$ cat src/rtl/add_serial_arb_if.sv
// Request/result bundle for add_serial_arb: two requesters' operands and
// requests in, grant pulse and serial-adder result out.
interface add_serial_arb_if #(
  parameter int WIDTH = 8
);
  logic [1:0]       req;
  logic [WIDTH-1:0] a0;
  logic [WIDTH-1:0] b0;
  logic [WIDTH-1:0] a1;
  logic [WIDTH-1:0] b1;
  logic [1:0]       gnt;
  logic             busy;
  logic             done;
  logic             done_id;
  logic [WIDTH-1:0] out;
  logic             cout;
  logic [1:0]       state_dbg;

  // Handshake: req[i] is a level held until gnt[i] pulses for one cycle; the
  // operands of requester i are sampled on the accepting edge and the result
  // is valid only in the cycle where done is high.
  modport master (
    output req, a0, b0, a1, b1,
    input  gnt, busy, done, done_id, out, cout, state_dbg
  );

  modport slave (
    input  req, a0, b0, a1, b1,
    output gnt, busy, done, done_id, out, cout, state_dbg
  );
endinterface

$ cat src/rtl/add_serial_arb.sv
// Two-requester round-robin front end sharing one LSB-first bit-serial adder.
// Define ADD_SERIAL_ARB_SAT_EN to saturate the result to all-ones on carry-out.
module add_serial_arb #(
  parameter int WIDTH = 8
) (
  input  logic               clk,
  input  logic               rst,
  add_serial_arb_if.slave    bus
);

  localparam int CW = (WIDTH > 1) ? $clog2(WIDTH) : 1;
  localparam logic [CW-1:0] LAST_COUNT = CW'(WIDTH - 1);

  typedef enum logic [1:0] {
    IDLE = 2'd0,
    ADD  = 2'd1,
    DONE = 2'd2
  } state_t;

  state_t           state;
  logic [CW-1:0]    count;
  logic             carry;
  logic [WIDTH-1:0] opa;
  logic [WIDTH-1:0] opb;
  logic             prio;
  logic             owner;

  logic [1:0]       gnt_r;
  logic             busy_r;
  logic             done_r;
  logic             done_id_r;
  logic [WIDTH-1:0] out_r;
  logic             cout_r;

  logic             win;
  logic             sum_bit;
  logic             carry_nxt;
  logic [WIDTH-1:0] out_shift;
  logic [WIDTH-1:0] out_final;
  logic             last_bit;

  // prio names the requester that wins a tie; it flips to the loser of each grant.
  always_comb begin
    win = 1'b0;
    case (bus.req)
      2'b01:   win = 1'b0;
      2'b10:   win = 1'b1;
      2'b11:   win = prio;
      default: win = 1'b0;
    endcase
  end

  always_comb begin
    sum_bit   = opa[0] ^ opb[0] ^ carry;
    carry_nxt = (opa[0] & opb[0]) | (opa[0] & carry) | (opb[0] & carry);
    out_shift = {sum_bit, out_r[WIDTH-1:1]};
    last_bit  = (count == LAST_COUNT);
`ifdef ADD_SERIAL_ARB_SAT_EN
    out_final = carry_nxt ? {WIDTH{1'b1}} : out_shift;
`else
    out_final = out_shift;
`endif
  end

  always_ff @(posedge clk) begin
    if (rst) begin
      state     <= IDLE;
      count     <= '0;
      carry     <= 1'b0;
      opa       <= '0;
      opb       <= '0;
      prio      <= 1'b0;
      owner     <= 1'b0;
      gnt_r     <= 2'b00;
      busy_r    <= 1'b0;
      done_r    <= 1'b0;
      done_id_r <= 1'b0;
      out_r     <= '0;
      cout_r    <= 1'b0;
    end else begin
      gnt_r  <= 2'b00;
      done_r <= 1'b0;
      case (state)
        IDLE: begin
          if (bus.req != 2'b00) begin
            state  <= ADD;
            gnt_r  <= win ? 2'b10 : 2'b01;
            owner  <= win;
            prio   <= ~win;
            opa    <= win ? bus.a1 : bus.a0;
            opb    <= win ? bus.b1 : bus.b0;
            count  <= '0;
            carry  <= 1'b0;
            busy_r <= 1'b1;
          end
        end
        ADD: begin
          opa   <= opa >> 1;
          opb   <= opb >> 1;
          carry <= carry_nxt;
          count <= count + CW'(1);
          // out keeps shifting in partial sums; the previous result is gone
          // after the first ADD edge, which is the documented hold window.
          if (last_bit) begin
            state     <= DONE;
            out_r     <= out_final;
            cout_r    <= carry_nxt;
            done_r    <= 1'b1;
            done_id_r <= owner;
          end else begin
            out_r <= out_shift;
          end
        end
        DONE: begin
          state  <= IDLE;
          busy_r <= 1'b0;
        end
        default: begin
          state  <= IDLE;
          busy_r <= 1'b0;
        end
      endcase
    end
  end

  assign bus.gnt       = gnt_r;
  assign bus.busy      = busy_r;
  assign bus.done      = done_r;
  assign bus.done_id   = done_id_r;
  assign bus.out       = out_r;
  assign bus.cout      = cout_r;
  assign bus.state_dbg = state;

endmodule

$ cat src/flat_wrapper.sv
// flat-port wrapper written by rule: the top's interface ports become plain ports
module add_serial_arb_flat 
#(
  parameter int WIDTH = 8
)
  (clk, rst, bus_req, bus_a0, bus_b0, bus_a1, bus_b1, bus_gnt, bus_busy, bus_done, bus_done_id, bus_out, bus_cout, bus_state_dbg);
  add_serial_arb_if #(.WIDTH(WIDTH)) bus_i ();
  input  logic clk;
  input  logic rst;
  input wire logic [$bits(bus_i.req)-1:0] bus_req;
  input wire logic [$bits(bus_i.a0)-1:0] bus_a0;
  input wire logic [$bits(bus_i.b0)-1:0] bus_b0;
  input wire logic [$bits(bus_i.a1)-1:0] bus_a1;
  input wire logic [$bits(bus_i.b1)-1:0] bus_b1;
  output wire logic [$bits(bus_i.gnt)-1:0] bus_gnt;
  output wire logic [$bits(bus_i.busy)-1:0] bus_busy;
  output wire logic [$bits(bus_i.done)-1:0] bus_done;
  output wire logic [$bits(bus_i.done_id)-1:0] bus_done_id;
  output wire logic [$bits(bus_i.out)-1:0] bus_out;
  output wire logic [$bits(bus_i.cout)-1:0] bus_cout;
  output wire logic [$bits(bus_i.state_dbg)-1:0] bus_state_dbg;
  assign bus_i.req = bus_req;
  assign bus_i.a0 = bus_a0;
  assign bus_i.b0 = bus_b0;
  assign bus_i.a1 = bus_a1;
  assign bus_i.b1 = bus_b1;
  assign bus_gnt = bus_i.gnt;
  assign bus_busy = bus_i.busy;
  assign bus_done = bus_i.done;
  assign bus_done_id = bus_i.done_id;
  assign bus_out = bus_i.out;
  assign bus_cout = bus_i.cout;
  assign bus_state_dbg = bus_i.state_dbg;
  add_serial_arb #(.WIDTH(WIDTH)) u_core (.clk(clk), .rst(rst), .bus(bus_i));
endmodule
$ cat config.mk
export PLATFORM = sky130hd
export DESIGN_NAME = add_serial_arb_flat
export DESIGN_NICKNAME = d
export VERILOG_FILES = /design/src/rtl/add_serial_arb_if.sv /design/src/rtl/add_serial_arb.sv /design/src/flat_wrapper.sv
export SDC_FILE = /design/constraint.sdc
export NUM_CORES = 1
export LEC_CHECK = 0
export CORE_UTILIZATION = 41
export DETAILED_ROUTE_END_ITERATION = 12
export PLACE_DENSITY = 0.8
export SLEW_MARGIN = 30
export SYNTH_ARGS = -nofsm -noshare
export SYNTH_HDL_FRONTEND = slang
export SYNTH_SLANG_ARGS = --single-unit
$ cat constraint.sdc
create_clock -name clk -period 1.4 [get_ports clk]
set_clock_uncertainty 0.15 [all_clocks]
set_input_delay 0.28 -clock clk [delete_from_list [all_inputs] [get_ports clk]]
set_output_delay 0.28 -clock clk [all_outputs]
set_load 0.05 [all_outputs]
## Word level (Yosys, flattened, before mapping)

Cells that the tools add are included.
Widths: inputs -> output; s select.

- Register bits: 38
- Output and inout bits: 16
- Word-level logic and storage cells: 59

- Add/subtract/negate cells: 1
- Eq/ne operators: 6
- Mux-type cells: 18
- Bitwise gates (word level): 11
- Reduce and logical (&&, ||, !) cells: 10

Operators by type and width:

| operator | count |
|---|---|
| $mux 8 | 4 |
| $pmux 8 s2 | 2 |
| $reduce_and 2->1 | 5 |
| $mux 2 | 3 |
| $pmux 1 s2 | 3 |
| $pmux 3 s2 | 1 |
| $eq 2x2->1 const B | 2 |
| $ne 2x1->1 const B | 2 |
| $not 1->1 | 4 |
| $pmux 2 s2 | 1 |
| $reduce_bool 2->1 | 2 |
| $add 3x1->3 const B | 1 |
| $and 1x1->1 | 3 |
| $eq 3x3->1 const B | 1 |
| $mux 1 | 3 |
| $mux 3 | 1 |
| $reduce_or 3->1 | 1 |
| $eq 2x1->1 const B | 1 |
| $logic_not 2->1 | 1 |
| $or 1x1->1 | 2 |
| $reduce_or 2->1 | 1 |
| $xor 1x1->1 | 2 |

## Depth between registers and ports, before layout

Gate-level depths: netlist of the first run.

- Word-level depth: 5
- Depth in mapped cells: 6

## Least setup slack after synthesis of the first run

Ideal clock, no wire load.

- Path type: register to register
- From: register u_core.state[0] (netlist: u_core.bus.state_dbg[0])
- To: register u_core.opa[0]
- Library setup time: 74 ps
- Arrival time: 1516 ps
- Required time: 1176 ps
- Slack: -340 ps
- Cell stages (with the launch flop): 7
- Period minus slack after synthesis: 1740 ps
- Path through: dfxtp_1 buf_6 nor2b_1 buf_2 buf_2 a32oi_1 a31oi_1

- Word-level cells in the longest chain between the ends: 3
- Elaborated cells on any way between the ends: 6
- Classes of those cells: eq/ne: 2; mux: 1; reduce/logical: 3

Ends and longest elaborated chain:

| what | line | source |
|---|---|---|
| start: declaration | add_serial_arb.sv:20 | `state_t state;` |
| start signal: assignment | add_serial_arb.sv:67 | `state <= IDLE;` |
| start signal: assignment | add_serial_arb.sv:86 | `state <= ADD;` |
| start signal: assignment | add_serial_arb.sv:105 | `state <= DONE;` |
| $eq 2x1->1 / $logic_not 2->1 (equally long branches) | add_serial_arb.sv:83 | `case (state)` |
| $reduce_bool 2->1 (no source line) / $ne 2x1->1 (equally long branches) | -- |  |
| $reduce_and 2->1 (no source line) | -- |  |
| end signal: assignment | add_serial_arb.sv:90 | `opa <= win ? bus.a1 : bus.a0;` |
| end signal: assignment | add_serial_arb.sv:98 | `opa <= opa >> 1;` |
| end: declaration | add_serial_arb.sv:23 | `logic [WIDTH-1:0] opa;` |

Parallel ways exist; a longest one is shown, timed or not.
A chain may end at the register's enable or synchronous reset.

## Final worst setup path of the first run

- From: register u_core.state[0] (netlist: u_core.bus.state_dbg[0])
- To: output port bus_state_dbg[0]

RTL lines:

| what | line | source |
|---|---|---|
| end: declaration | flat_wrapper.sv:21 | `output wire logic [$bits(bus_i.state_dbg)-1:0] bus_state_dbg;` |

No word-level cell between the ends.

==> results of run 1 <==
==> synthesized netlist by cell type <==
master     count
a2111oi_0      1
a21oi_1       16
a31oi_1       16
a32oi_1       14
buf_1          1
buf_2          6
buf_4          2
buf_6          2
clkbuf_1       8
dfxtp_1       38
fa_1           1
ha_1           2
nand2_1       24
nand2b_1       6
nand3_1       20
nand3b_1       1
nor2_1         5
nor2b_1        1
nor3_1         2
nor3b_4        2
o21ai_0       20
o21ba_2        1
==> critical path, stage by stage, from the launching register on <==
cell and delay [ns]:
dfxtp_4 0.42, buf_4 0.15, buf_12 0.13
==> how the worst max path moves through the flow <==
stage | endpoint | slack [ns] | depth (start not counted)
2_1_floorplan | u_core.opa[0] | -0.08 | 5
3_3_place_gp | u_core.opb[0] | -0.33 | 5
3_5_place_dp | u_core.bus.state_dbg[0] | -0.37 | 5
4_1_cts | u_core.opb[3] | -0.03 | 5
5_1_grt | u_core.bus.done_id | -0.05 | 5
6_report | bus_state_dbg[0] | -0.02 | 2
==> what timing repair did <==
| item | 4_1_cts | 5_1_grt |
|---|---|---|
| endpoints found under the hold margin | 0 | 0 |
| endpoints found under the setup margin | 19 | 27 |
| gates cloned | 2 | 0 |
| pin swaps | 3 | 15 |
| gates resized for setup | 8 | 17 |
| setup buffers | 5 | 1 |
==> power by group through the flow <==
stage | combinational [mW] | sequential (mW) | clock, mW
final | 0.481 | 1.17 | 1.13
after global routing | 0.513 | 1.18 | 1.20
after CTS | 0.468 | 1.17 | 1.13
after detailed placement | 0.424 | 1.19 | 0
after global placement | 0.417 | 1.19 | 0
after floorplan | 0.177 | 1.21 | 0
==> flip-flops by register name (all words and copies together), names as in the netlist <==
name	count
u_core.opb	8
u_core.bus.cout	1
u_core.bus.out	8
u_core.bus.state_dbg	2
u_core.carry	1
u_core.bus.gnt	2
u_core.count	3
u_core.opa	8
u_core.bus.done_id	1
u_core.prio	1
u_core.bus.busy	1
u_core.bus.done	1
u_core.owner	1
==> area by class of cell <==
cell class	count	area share
clock buffer	5	0.0250
tap	48	0.0218
timing repair buffer	72	0.344
sequential	38	0.279
clock inverter	3	0.0250
multi-input combinational	132	0.305
==> routing by layer <==
metal / share of wire / routed length (um) / global-route usage / up-vias
met5: 0 / 0 / 0 / -
li1: - / - / - / 815
met2: 0.51 / 2500 / 0.403 / 73
met4: 0.020 / 100 / 0.0761 / 0
met3: 0.064 / 313 / 0.0660 / 11
met1: 0.41 / 2000 / 0.328 / 785
==> cells by family after synthesis <==
group                    after synthesis  synth area share
buffers and inverters                 19            0.0619
adder cells (fa/ha/maj)                3            0.0275
flip-flops                            38             0.465
AO/OA/AOI/OAI                         68             0.258
AND/OR/NAND/NOR                       61             0.188
==> out/results.tsv, run 1 <==
metric	value	unit
drt pass-1 iters	4	
worst-margin pin slew	0.284	ns
final instance area	0.00276	mm2
final non-filler cell total	298	
Clock Tree Root	clkbuf_8	
maximum level of the CTS H-tree	2	
Gate Count Post-Synth	189	
status	finished, violations left	
post-layout min period	1.42	ns
synthesis-stage register bit count	38	
CTS clock-pin slew for the worst setup and hold paths	0.08	ns
Placed Area	0.00245	mm2
area taken by multi-input logic gates	842	um2
DRC Markers	0	
Final ANT Viol Nets	0	
failing checks	setup timing	
area grow syn2layout	68.4	%
internal power	2.11	mW
Setup crit end kind	primary output	
via count	1684	
setup violators final	6	
setup ws final	-0.0171	ns
min-delay src	u_core.owner	
Starting Density	0.437	
area leader, netlist	dfxtp_1	
Slew Limit Fails	0	
final critical-path share of the clock period	1.01	
syn_nets	228	
core box area	0.00374	mm2
die area	0.00425	mm2
worst-path fanout max	6	
Sum Neg Setup Slack	-0.0689	ns
Clk network pwr share	0.406	
global-route wire length before repair	8110	um
Antenna diodes	0	
Total GRT Usage	0.251	
Hold Fails Final Rpt	0	
CP required	0.97	ns
end-of-flow core utilization	0.736	
Yosys cell types	22	
cts hold-fix bufs	0	
WS Path Type	flop to primary output	
Die X	65.2	um
commonest non-fill, non-tap cells in the layout	dfxtp_1, clkdlybuf4s50_1, nand2_1	
Seq/Total Area, Yosys	0.465	
FMAX	0.706	GHz
number of port buffers	51	
Routability Congestion	0.783	
wire per inst	16.5	um
VDD IR-drop max	1010	uV
placed cell count	283	
CTS buffer count	5	
yosys warns	0	
fill count	268	
Netlist Area Pre-Place	0.00164	mm2
Final nets	288	
WHS	0.330	ns
hold crit path type	flop to flop	
CP startpoint kind	flop	
commonest non-fill, non-tap cell in the layout	dfxtp_1	
Clock Tree Buf Depth	2	
Critical path origin	u_core.bus.state_dbg[0]	
Die Span Y	65.2	um
grt total ovfl	0	
Initial DRC Count	114	
vias in the first global route	1653	
DP Wirelength	3020	um
Hold Path Stages	2	
Hold EP	u_core.owner	
maximum number of pins on one net before global-route repair	23	
WP data arrival	0.99	ns
register cell area after layout	769	um2
r2r startpoint	u_core.bus.state_dbg[0]	
Logic pwr share	0.173	
layout cell share with drive strength beyond 1	0.248	
Slew Limit Headroom	0.811	
TritonCTS clock tree	yes	
Synth top area share	0.465	
total power	2.78	mW
RSZ-0062 raised after global routing	true	
r2r setup slk	-0.02	ns
Pleak	0.978	nW
Num Clock Sinks	38	
initial antenna violation count	0	
worst reg-to-reg path cell count	5	
worst slack, placed	-0.374	ns
Max-cap violations	0	
syn_area_per_cell	8.66	um2
final WL	4910	um
Synth area leaders	dfxtp_1, a32oi_1, a31oi_1, nand3_1, o21ai_0	
RR Endpoint	u_core.opb[2]	
IO Count	52	
switching share of power	0.240	
Clock Latency Late Sink	0.30	ns
sw power	0.667	mW
Via density	5.65	
Pwr Density	1010	mW/mm2
number of core rows	22	
sequential share of power	0.421	
(Power assumes the default switching activity.)
==> inputs of run 2 (changes only) <==
--- a/config.mk
+++ b/config.mk
@@ -5,6 +5,7 @@
 export SDC_FILE = /design/constraint.sdc
 export NUM_CORES = 1
 export LEC_CHECK = 0
+export CORE_MARGIN = 2
 export CORE_UTILIZATION = 41
 export DETAILED_ROUTE_END_ITERATION = 12
 export PLACE_DENSITY = 0.8
==> out/results.tsv, run 2 (synthesis results as in run 1) <==
metric	value	unit	change
area grow syn2layout	59.5	%	was 68.4%
vias in the first global route	1679		was 1,653
Antenna diodes	0		unchanged
WP data arrival	1.41	ns	was 0.99 ns
worst-path fanout max	18		was 6
global-route wire length before repair	7730	um	was 8110 um
Max-cap violations	0		unchanged
internal power	1.83	mW	was 2.11 mW
Die Span Y	67.2	um	was 65.2 um
maximum number of pins on one net before global-route repair	23		unchanged
Final nets	282		was 288
wire per inst	16.0	um	was 16.5 um
Routability Congestion	0.766		was 0.783
VDD IR-drop max	739	uV	was 1010 uV
FMAX	0.744	GHz	was 0.706 GHz
commonest non-fill, non-tap cells in the layout	dfxtp_1, clkdlybuf4s50_1, nand2_1		unchanged
Clk network pwr share	0.348		was 0.406
maximum level of the CTS H-tree	2		unchanged
Slew Limit Fails	0		unchanged
commonest non-fill, non-tap cell in the layout	dfxtp_1		unchanged
CTS buffer count	5		unchanged
Clock Tree Root	clkbuf_8		unchanged
IO Count	52		unchanged
post-layout min period	1.34	ns	was 1.42 ns
sw power	0.648	mW	was 0.667 mW
TritonCTS clock tree	yes		unchanged
Clock Latency Late Sink	0.29	ns	was 0.30 ns
Logic pwr share	0.180		was 0.173
Num Clock Sinks	38		unchanged
drt pass-1 iters	4		unchanged
core box area	0.00374	mm2	unchanged
switching share of power	0.262		was 0.240
Via density	5.81		was 5.65
DRC Markers	0		unchanged
Placed Area	0.00243	mm2	was 0.00245 mm2
layout cell share with drive strength beyond 1	0.201		was 0.248
CP required	1.46	ns	was 0.97 ns
worst-margin pin slew	0.282	ns	was 0.284 ns
final critical-path share of the clock period	0.960		was 1.01
die area	0.00451	mm2	was 0.00425 mm2
Total GRT Usage	0.226		was 0.251
WS Path Type	flop to flop		was flop to primary output
number of core rows	22		unchanged
CTS clock-pin slew for the worst setup and hold paths	0.07	ns	was 0.08 ns
total power	2.48	mW	was 2.78 mW
Pwr Density	949	mW/mm2	was 1010 mW/mm2
Starting Density	0.437		unchanged
Initial DRC Count	102		was 114
Pleak	0.917	nW	was 0.978 nW
Clock Tree Buf Depth	2		unchanged
final instance area	0.00261	mm2	was 0.00276 mm2
final WL	4680	um	was 4910 um
hold crit path type	flop to flop		unchanged
via count	1697		was 1,684
Die X	67.2	um	was 65.2 um
status	complete, no violations		was finished, violations left
Setup crit end kind	flop		was primary output
DP Wirelength	3020	um	about the same
sequential share of power	0.473		was 0.421
number of port buffers	51		unchanged
RSZ-0062 raised after global routing	true		unchanged
Slew Limit Headroom	0.812		was 0.811
Final ANT Viol Nets	0		unchanged
setup violators final	0		was 6
CP startpoint kind	flop		unchanged
final non-filler cell total	292		was 298
cts hold-fix bufs	0		unchanged
placed cell count	281		was 283
end-of-flow core utilization	0.697		was 0.736
grt total ovfl	0		unchanged
initial antenna violation count	0		unchanged
Hold Fails Final Rpt	0		unchanged
## run 2: cell types whose count changed in the layout (fill, tap and decap cells not counted), moves of 2 or more
cell and change:
a32oi_2 -2, a32oi_1 +2, buf_4 -3, bufinv_16 -2, buf_16 -2
## run 2: worst max-delay path, stage by stage (launching register included)
cell	delay (ns)
dfxtp_4	0.39
nor3b_4	0.23
buf_12	0.18
a32oi_2	0.13
a31oi_1	0.18
## run 2: what timing repair did
action | 4_1_cts | 5_1_grt
pin swaps | 2 | 8
gates resized for setup | 4 | 15
gates cloned | 1 | 1
buffers inserted | 2 | 1
endpoints found under the setup margin | 5 | 25
## run 2: layer usage
| metal | track usage | vias to the layer above | part of all wire |
|---|---|---|---|
| met2 | 0.390 | 84 | 0.52 |
| li1 | - | 801 | - |
| met5 | 0 | - | 0 |
| met4 | 0.0714 | 0 | 0.013 |
| met3 | 0.0483 | 8 | 0.066 |
| met1 | 0.280 | 804 | 0.40 |
## run 2: power by group through the flow
stage	combinational (mW)	sequential [mW]	clock, mW
floorplan	0.177	1.21	0
global placement	0.410	1.19	0
detailed placement	0.418	1.19	0
CTS	0.438	1.17	0.869
global route	0.480	1.18	0.927
finish	0.445	1.17	0.862
## run 2: layout make-up
class / count / area [um2]
Tap cell: 48 / 60.1
Timing Repair Buffer: 66 / 847
Fill cell: 296 / 1130
Clock inverter: 2 / 13.8
Sequential cell: 38 / 768
Multi-Input combinational cell: 132 / 827
Clock buffer: 6 / 93.8
## run 2: worst paths after layout
| check | startpoint | end | slack [ns] | cells past startpoint |
|---|---|---|---|---|
| min | u_core.count[1] | u_core.count[1] | 0.33 | 2 |
| max reg2reg | u_core.bus.state_dbg[0] | u_core.opa[5] | 0.06 | 4 |
| max | u_core.bus.state_dbg[0] | u_core.opa[5] | 0.06 | 4 |
| min reg2reg | u_core.count[1] | u_core.count[1] | 0.33 | 2 |
## run 2: stage by stage
| step | setup TNS (ns) | setup slack (ns) | hold WS (ns) |
|---|---|---|---|
| finish | 0 | 0.0556 | 0.330 |
| floorplan | -0.778 | -0.0810 | 0.211 |
| CTS | -0.0178 | -0.0178 | 0.332 |
| global placement | -6.00 | -0.282 | 0.311 |
| global route | -0.0585 | -0.0351 | 0.373 |
| detailed placement | -6.91 | -0.356 | 0.322 |
==> inputs of run 3 (changes only) <==
--- a/config.mk
+++ b/config.mk
@@ -8,6 +8,7 @@
 export CORE_MARGIN = 2
 export CORE_UTILIZATION = 41
 export DETAILED_ROUTE_END_ITERATION = 12
+export GPL_ROUTABILITY_DRIVEN = 0
 export PLACE_DENSITY = 0.8
 export SLEW_MARGIN = 30
 export SYNTH_ARGS = -nofsm -noshare
==> results of run 3 <==
Final layout, timing and power as in run 2 (identical DEF).
